==> config.mk <==
export PLATFORM = sky130hd
export DESIGN_NAME = trade_risk_engine
export DESIGN_NICKNAME = d
export VERILOG_FILES = /design/src/rtl/trade_risk_engine_pkg.sv /design/src/rtl/trade_risk_engine_cancel_ram.sv /design/src/rtl/trade_risk_engine.sv
export SDC_FILE = /design/constraint.sdc
export NUM_CORES = 2
export LEC_CHECK = 0
export ABC_AREA = 1
export CORE_MARGIN = 8
export CORE_UTILIZATION = 34
export DETAILED_ROUTE_END_ITERATION = 8
export PLACE_DENSITY = 0.48
export SETUP_SLACK_MARGIN = 0.4
export SYNTH_ARGS = -nofsm -noshare
export SYNTH_HDL_FRONTEND = slang
export SYNTH_SLANG_ARGS = --single-unit
export TNS_END_PERCENT = 10
==> constraint.sdc <==
create_clock -name clk -period 14.5 [get_ports clk]
set_input_delay 2.9 -clock clk [delete_from_list [all_inputs] [get_ports clk]]
set_output_delay 2.9 -clock clk [all_outputs]
set_load 0.02 [all_outputs]
==> src/rtl/trade_risk_engine_pkg.sv <==
// Shared declarations for the trade risk engine.
//   NUM_CLIENTS / AMT_W / MAX_W / ID_W / EXP_W : table sizes and datapath widths
//   cache_req_type : read/write index bundle for the cancelled-order register file
//   sat_add        : AMT_W-bit add that saturates at all-ones
package cache_def;

  localparam int unsigned NUM_CLIENTS = 32;
  localparam int unsigned AMT_W       = 16;
  localparam int unsigned MAX_W       = 32;
  localparam int unsigned ID_W        = 5;
  localparam int unsigned EXP_W       = AMT_W + 2;

  typedef struct packed {
    logic [ID_W-1:0] rdindex;
    logic [ID_W-1:0] wrindex;
    logic            we;
  } cache_req_type;

  function automatic logic [AMT_W-1:0] sat_add(input logic [AMT_W-1:0] a,
                                               input logic [AMT_W-1:0] b);
    logic [AMT_W:0] sum;
    sum = {1'b0, a} + {1'b0, b};
    return sum[AMT_W] ? '1 : sum[AMT_W-1:0];
  endfunction

endpackage

==> src/rtl/trade_risk_engine_cancel_ram.sv <==
// Cancelled-order register file, NUM_CLIENTS x AMT_W.
//   clk, HRESETn : clock, synchronous active-low clear of every entry
//   data_req     : rdindex (async read), wrindex + we (write)
//   data_write   : amount accumulated (saturating) into entry wrindex on write
//   data_read    : current contents of entry rdindex
module cancel_ram
  import cache_def::*;
(
  input  logic             clk,
  input  logic             HRESETn,
  input  cache_req_type    data_req,
  input  logic [AMT_W-1:0] data_write,
  output logic [AMT_W-1:0] data_read
);

  logic [AMT_W-1:0] mem [NUM_CLIENTS];

  // Write is read-modify-write so the exchange side needs no second read port.
  always_ff @(posedge clk) begin
    if (!HRESETn) begin
      for (int unsigned i = 0; i < NUM_CLIENTS; i++) mem[i] <= '0;
    end else if (data_req.we) begin
      mem[data_req.wrindex] <= sat_add(mem[data_req.wrindex], data_write);
    end
  end

  assign data_read = mem[data_req.rdindex];

endmodule

==> src/rtl/trade_risk_engine.sv <==
// Per-client pre-trade risk engine.
//   clk, HRESETn        : clock, synchronous active-low reset
//   cpu_client_id       : CPU-side client; also selects the readback outputs
//   cpu_amount          : order amount, or new limit when cpu_new_max
//   cpu_go / cpu_new_max: order strobe / limit-load strobe (limit load wins)
//   exchange_*          : cancellation report (client, amount, strobe)
//   cancelled_orders, accumulated_orders, max_to_trade : registered post-update
//                         table entries of cpu_client_id
//   order_accepted / order_rejected : registered one-cycle result pulses
// Optional macro RISK_ASSERT_EN compiles in an exposure-vs-limit assertion.
module trade_risk_engine
  import cache_def::*;
(
  input  logic             clk,
  input  logic             HRESETn,
  input  logic [ID_W-1:0]  cpu_client_id,
  input  logic [AMT_W-1:0] cpu_amount,
  input  logic             cpu_go,
  input  logic             cpu_new_max,
  input  logic [ID_W-1:0]  exchange_client_id,
  input  logic [AMT_W-1:0] exchange_amount,
  input  logic             exchange_go,
  output logic [AMT_W-1:0] cancelled_orders,
  output logic [AMT_W-1:0] accumulated_orders,
  output logic [MAX_W-1:0] max_to_trade,
  output logic             order_accepted,
  output logic             order_rejected
);

  logic [MAX_W-1:0] max_tbl   [NUM_CLIENTS];
  logic [AMT_W-1:0] accum_tbl [NUM_CLIENTS];

  cache_req_type    cancel_req;
  logic [AMT_W-1:0] cancel_rd;

  logic [MAX_W-1:0] max_rd, max_nxt;
  logic [AMT_W-1:0] acc_rd, acc_nxt, cancel_nxt;
  logic [EXP_W-1:0] exposure;
  logic             order_go, safe, accept_nxt, reject_nxt;

  assign cancel_req.rdindex = cpu_client_id;
  assign cancel_req.wrindex = exchange_client_id;
  assign cancel_req.we      = exchange_go;

  cancel_ram u_cancel_ram (
    .clk        (clk),
    .HRESETn    (HRESETn),
    .data_req   (cancel_req),
    .data_write (exchange_amount),
    .data_read  (cancel_rd)
  );

  // Risk check on pre-edge entries and next values for the addressed client.
  always_comb begin
    max_rd     = max_tbl[cpu_client_id];
    acc_rd     = accum_tbl[cpu_client_id];
    order_go   = cpu_go && !cpu_new_max;
    exposure   = EXP_W'(acc_rd) + EXP_W'(cpu_amount) - EXP_W'(cancel_rd);
    // Negative exposure clamps to 0, which is below any nonzero limit.
    safe       = exposure[EXP_W-1] ? (max_rd != '0)
                                   : (MAX_W'(exposure[EXP_W-2:0]) < max_rd);
    accept_nxt = order_go && safe;
    reject_nxt = order_go && !safe;
    max_nxt    = cpu_new_max ? MAX_W'(cpu_amount) : max_rd;
    acc_nxt    = accept_nxt ? sat_add(acc_rd, cpu_amount) : acc_rd;
    // Readback reflects a same-edge cancellation on the selected client.
    cancel_nxt = (exchange_go && (exchange_client_id == cpu_client_id))
                 ? sat_add(cancel_rd, exchange_amount) : cancel_rd;
  end

  always_ff @(posedge clk) begin
    if (!HRESETn) begin
      for (int unsigned i = 0; i < NUM_CLIENTS; i++) begin
        max_tbl[i]   <= '0;
        accum_tbl[i] <= '0;
      end
      cancelled_orders   <= '0;
      accumulated_orders <= '0;
      max_to_trade       <= '0;
      order_accepted     <= 1'b0;
      order_rejected     <= 1'b0;
    end else begin
      max_tbl[cpu_client_id]   <= max_nxt;
      accum_tbl[cpu_client_id] <= acc_nxt;
      cancelled_orders         <= cancel_nxt;
      accumulated_orders       <= acc_nxt;
      max_to_trade             <= max_nxt;
      order_accepted           <= accept_nxt;
      order_rejected           <= reject_nxt;
    end
  end

`ifdef RISK_ASSERT_EN
  logic [ID_W-1:0]  rd_id_q;
  logic [MAX_W-1:0] net_c;

  always_ff @(posedge clk) begin
    if (!HRESETn) rd_id_q <= '0;
    else          rd_id_q <= cpu_client_id;
  end

  assign net_c = (accumulated_orders > cancelled_orders)
                 ? MAX_W'(accumulated_orders - cancelled_orders) : '0;

  a_exposure_below_limit: assert property (
    @(posedge clk) disable iff (!HRESETn)
      (max_to_trade == '0) || (max_to_trade > net_c))
    else $error("risk exposure: client %0d max %0d accumulated %0d cancelled %0d",
                rd_id_q, max_to_trade, accumulated_orders, cancelled_orders);
`endif

endmodule

# Yosys cells after proc, flatten, opt, wreduce, memory -nomap -nowiden
# Memories as Yosys holds them, arrays and structs flattened.
# Index checks and enable logic that the tools add are counted.
[op_classes] div=0 n_mul=0 n_shift=0 n_bitwise=0 n_addsub=5 n_mux=21 reduce_logical=10 n_lt_le_gt_ge=1 eq_ne=1
[op_table] cell="16-bit 2-to-1 mux" count=7
[op_table] cell="16-bit by 16-bit adder with 17-bit output" count=4
[op_table] cell="32-bit 2-to-1 mux" count=2
[op_table] cell="17-bit by 32-bit less-than comparator with 1-bit output" count=1
[op_table] cell="32-bit nonzero test" count=1
[op_table] cell="16-bit OR reduction" count=2
[op_table] cell="32-bit OR reduction" count=1
[op_table] cell="17-bit by 16-bit subtractor with 18-bit output" count=1
[op_table] cell="5-bit 2-to-1 mux" count=3
[op_table] cell="1-bit 2-to-1 mux" count=9
[op_table] cell="5-bit equality test" count=1
[op_table] cell="1-bit logical AND" count=4
[op_table] cell="1-bit zero test" count=2
[word_totals] ramBits=2048 inputBits=47 latch_bits=0 output_inout_bits=66 wordCells=46 regBits=66 mem_count=3 mem_bits_ro=0
[mem_list] name="max_tbl" words=32 word_bits=32 rd=1 rd_clocked_by_memory_dff=0 write_ports=32 line="trade_risk_engine.sv:30" source="logic [MAX_W-1:0] max_tbl [NUM_CLIENTS];"
[mem_list] name="accum_tbl" words=32 word_bits=16 rd=1 rd_clocked_by_memory_dff=0 write_ports=32 line="trade_risk_engine.sv:31" source="logic [AMT_W-1:0] accum_tbl [NUM_CLIENTS];"
[mem_list] name="u_cancel_ram.mem" words=32 word_bits=16 rd=2 rd_clocked_by_memory_dff=0 write_ports=32 line="trade_risk_engine_cancel_ram.sv:16" source="logic [AMT_W-1:0] mem [NUM_CLIENTS];"

# Depth between registers and ports, before layout
# An unclocked memory read counts as a cell.
[logic_depth] word_depth=8 depth_mapped=42 depth_no_buf=35

# Cells and area by module
# From an unflattened synthesis, not the netlist that was laid out.
[unflattened] cells_unflattened=9703 area_unflattened_um2=99192.6
[by_module_without_submodules] mod="trade_risk_engine" area_per_inst_um2=69939.6 n_inst=1 seq_area_each_um2=47445.5 cells_each=6147
[by_module_without_submodules] mod="cancel_ram" area_per_inst_um2=29253.1 n_inst=1 seq_area_each_um2=15374.7 cells_each=3556

# Worst setup path before layout
# No wires, ideal clock.
[synth_timing] path_type="input to register" start="input cpu_client_id[0]" end="memory accum_tbl[0][6] (data pin)" slack_ns=5.734 setup_ns=0.266 n_path_buf=9 required_time_ns=14.234 arrival_ns=8.500 cell_stages=41 path_cell_list="buf_4 nor2_2 buf_2 buf_4 clkbuf_1 buf_2 inv_2 buf_2 buf_1 o221ai_1 a221oi_1 nand2_1 fa_1 inv_1 ha_1 a21o_1 nand3_1 nand2_1 (+5 left out) nand2_1 nand2_1 nand2_1 xor2_1 inv_1 ha_1 nand4_1 o221a_2 nand2_1 nand2_1 nand2_1 nand2_2 nand2_4 buf_6 nand2_1 nand2_2 buf_6 nor2_1"
[synth_rtl] element="start: declaration" line="trade_risk_engine.sv:16" source="input logic [ID_W-1:0] cpu_client_id,"
[synth_rtl] element="end: declaration" line="trade_risk_engine.sv:31"

==> impl_metrics.tcl <==
set metrics [dict create \
    cp_max_fo 33 \
    drc 0 \
    cts_sinks 2114 \
    clockBufferDepth 4 \
    final_common_cell "edfxtp_1" \
    rr_worst_depth 30 \
    netlist_top_cells_area "edfxtp_1 64%, a22oi_1 7.8%, nor2_1 7.5%" \
    fin_area_sq_um 109000 \
    viasPerCell 5.65 \
    ys_ff_latch 2114 \
    hold_viol 0 \
    dieHeight_um 550 \
    place.gp.congestion 0.886 \
    io_pins 113 \
    crit_type "in2reg" \
    grt_max_degree 121 \
    area_growth_pct 13.1 \
    syn-mean-instance-area_sq_um 10.8 \
    fin_total_pwr_mw 15.0 \
    dp_slack_ps 2560 \
    power.density_nw_per_um2 137 \
    final_cell_mix "2,048 x edfxtp_1, 1,931 x nor2_1, 1,100 x nand2_1, 1,008 x a22oi_1, 811 x inv_1" \
    finalSetupViolations 0 \
    grt_first_pass_wirelength_um 530000 \
    cts_root_buf "clkbuf_16" \
    worstSetupStartpointType "input port" \
    antenna_left 0 \
    grt_overflow 0 \
    cpMostUsedCell "nand2_1" \
    slew_viol_final 0 \
    netlist.area_leader.share_pct 63.5 \
    status "finished clean" \
    synth_area_sq_um 96800 \
    post-route-period-util_pct 77.7 \
    synthCells 8927 \
    h-tree-depth 4 \
    synth_cell_types 53 \
    setup_tns_ps 0 \
    dp_hpwl_um 225000 \
    fmax_mhz 88.7 \
    arrival_ps 11860 \
    crit_family "simple AND/OR/NAND/NOR gates" \
    drt-initial-drc-count 8854 \
    yosysTopAreaCell "edfxtp_1" \
    totalWireLength_um 379000 \
    crit_required_ps 15090 \
    path_depth 35 \
    vias 72200 \
    skew_ps 86.0 \
    dr.pass1.iters 9 \
    numPortBuffers 112 \
    slew_headroom_pct 10.4 \
    clk_pin_slew_worst_paths_ps 60 \
    synth_nets 9074 \
    start_util_pct 34.1 \
    rsz0062_at_grt "false" \
    hold_buffers 0 \
    cts_tree "done" \
    cts_resized 0 \
    utilization_pct 38.5 \
    cts_buffers 232 \
    die_w_um 550 \
    critical_path.max_stage_delay_ps 1060 \
    final_layout_size_suffix_gt1_share_pct 8.78 \
    power.leakage_nw 41.5 \
    grt_use_total_pct 24.2 \
    hold_path_class "reg2reg" \
    period_needed_ps 11270 \
    ys_warn_count 0 \
    dieArea_sq_um 302000 \
    worst_slew_pin_slew_ps 1340 \
    seq_area_frac_synth_pct 64.9 \
    clock_latency_ps 940 \
    holdPathStages 5 \
    grt_pass1_vias 69900 \
    antenna_found_initial 11 \
    fin_nets 8947 \
    wl_per_cell_um 29.6 \
    cts_setup_buffers 0 \
    cap_viol_max_count 0 \
    synthFlopType "edfxtp_1" \
    core_area_sq_um 284000 \
    synth-edff-count 2048 \
    ir_drop_v 0.000115 \
    worst_setup_path_end_kind "flop" \
    crit_buf_inv 6 \
    async_flop_share_pct 0 \
    setup_ws_ps 3230 \
    num_rows 196 \
    cpMaxStageDelayCell "nor4_1" \
    place_area_sq_um 102000 \
]
[cells by family (layout without fill, tap and decap cells)]
kind of cell | Yosys count | in the layout | share of synthesized area, %
fa+ha+maj | 100 | 100 | 1.44
xor+xnor | 45 | 45 | 0.407
flops | 2114 | 2114 | 64.9
compound gates | 1764 | 1764 | 13.2
simple gates | 3341 | 3341 | 13.6
buf+inv | 1563 | 1631 | 6.45
other cells | 0 | 24 | 0
[tightest hold or removal path: stages, from the launching register on]
cell	delay [ps]
edfxtp_1	330
a22oi_1	60
a21oi_1	110
or2_2	110
nor2_1	40
a21oi_1	190
[final cells by class]
type,count,area [sq um]
tap,3762,4710
fill,27500,175000
clock inverter,138,1250
inverter,838,3160
sequential,2114,62800
multi-input combinational,5250,28100
antenna,24,60.1
timing repair buffer,364,3210
clock buffer,291,6190
[synthesized netlist by cell type (3+ instances only)]
master / n
clkinv_1: 4
xor2_1: 32
ha_1: 81
buf_4: 32
dfxtp_1: 66
a21o_1: 4
nor3b_1: 3
nor2_1: 1939
nor3_2: 8
or2_1: 4
nand2_1: 1137
inv_1: 826
nand4_1: 18
o221ai_1: 256
buf_1: 147
inv_2: 8
buf_2: 90
nor4_1: 21
or2_2: 111
a211oi_1: 5
o21ai_0: 57
a221oi_1: 47
a22oi_1: 1008
and3_1: 5
nand2_2: 10
clkbuf_1: 437
o211ai_1: 3
a21oi_1: 310
nand3_1: 40
buf_6: 19
fa_1: 19
a21boi_0: 4
o21bai_1: 4
a31oi_1: 3
nor3_1: 37
edfxtp_1: 2048
a22o_1: 52
xnor2_1: 13
[sequential cells by signal, summed over array words and instances, names as in the netlist]
register            flops
order_accepted          1
cancelled_orders       16
max_tbl              1024
accum_tbl             512
accumulated_orders     16
max_to_trade           32
u_cancel_ram.mem      512
order_rejected          1
[worst paths after layout]
check             slack, ps           endpoint                    start
hold / removal          890   max_to_trade[29]           max_tbl[2][29]
setup reg to reg       6950  accum_tbl[15][12]  u_cancel_ram.mem[16][4]
setup / recovery       3230  accum_tbl[15][12]         cpu_client_id[3]
hold reg to reg         890   max_to_trade[29]           max_tbl[2][29]
[metal layers]
metal	routed length (um)	GRT usage, %	vias up
li1	-	-	31100
met1	151000	31.7	36700
met2	177000	39.5	3622
met3	30900	3.92	715
met4	19200	10.7	4
met5	28	0	-
[report_power, final]
group	internal, mW	switching, mW	total, mW	leakage, nW
combinational	0.483	1.52	2.00	16.1
sequential	6.95	0.0824	7.03	21.8
clock	3.34	2.58	5.92	3.64
total	10.8	4.18	15.0	41.5
[stage by stage]
step,instances,hold WS [ps]
after detailed placement,12300,877
after CTS,12800,881
after global placement,12300,908
after floorplan,8927,699
after global routing,12800,947
final,12800,885
No activity file was read; power rests on OpenSTA's default activity.
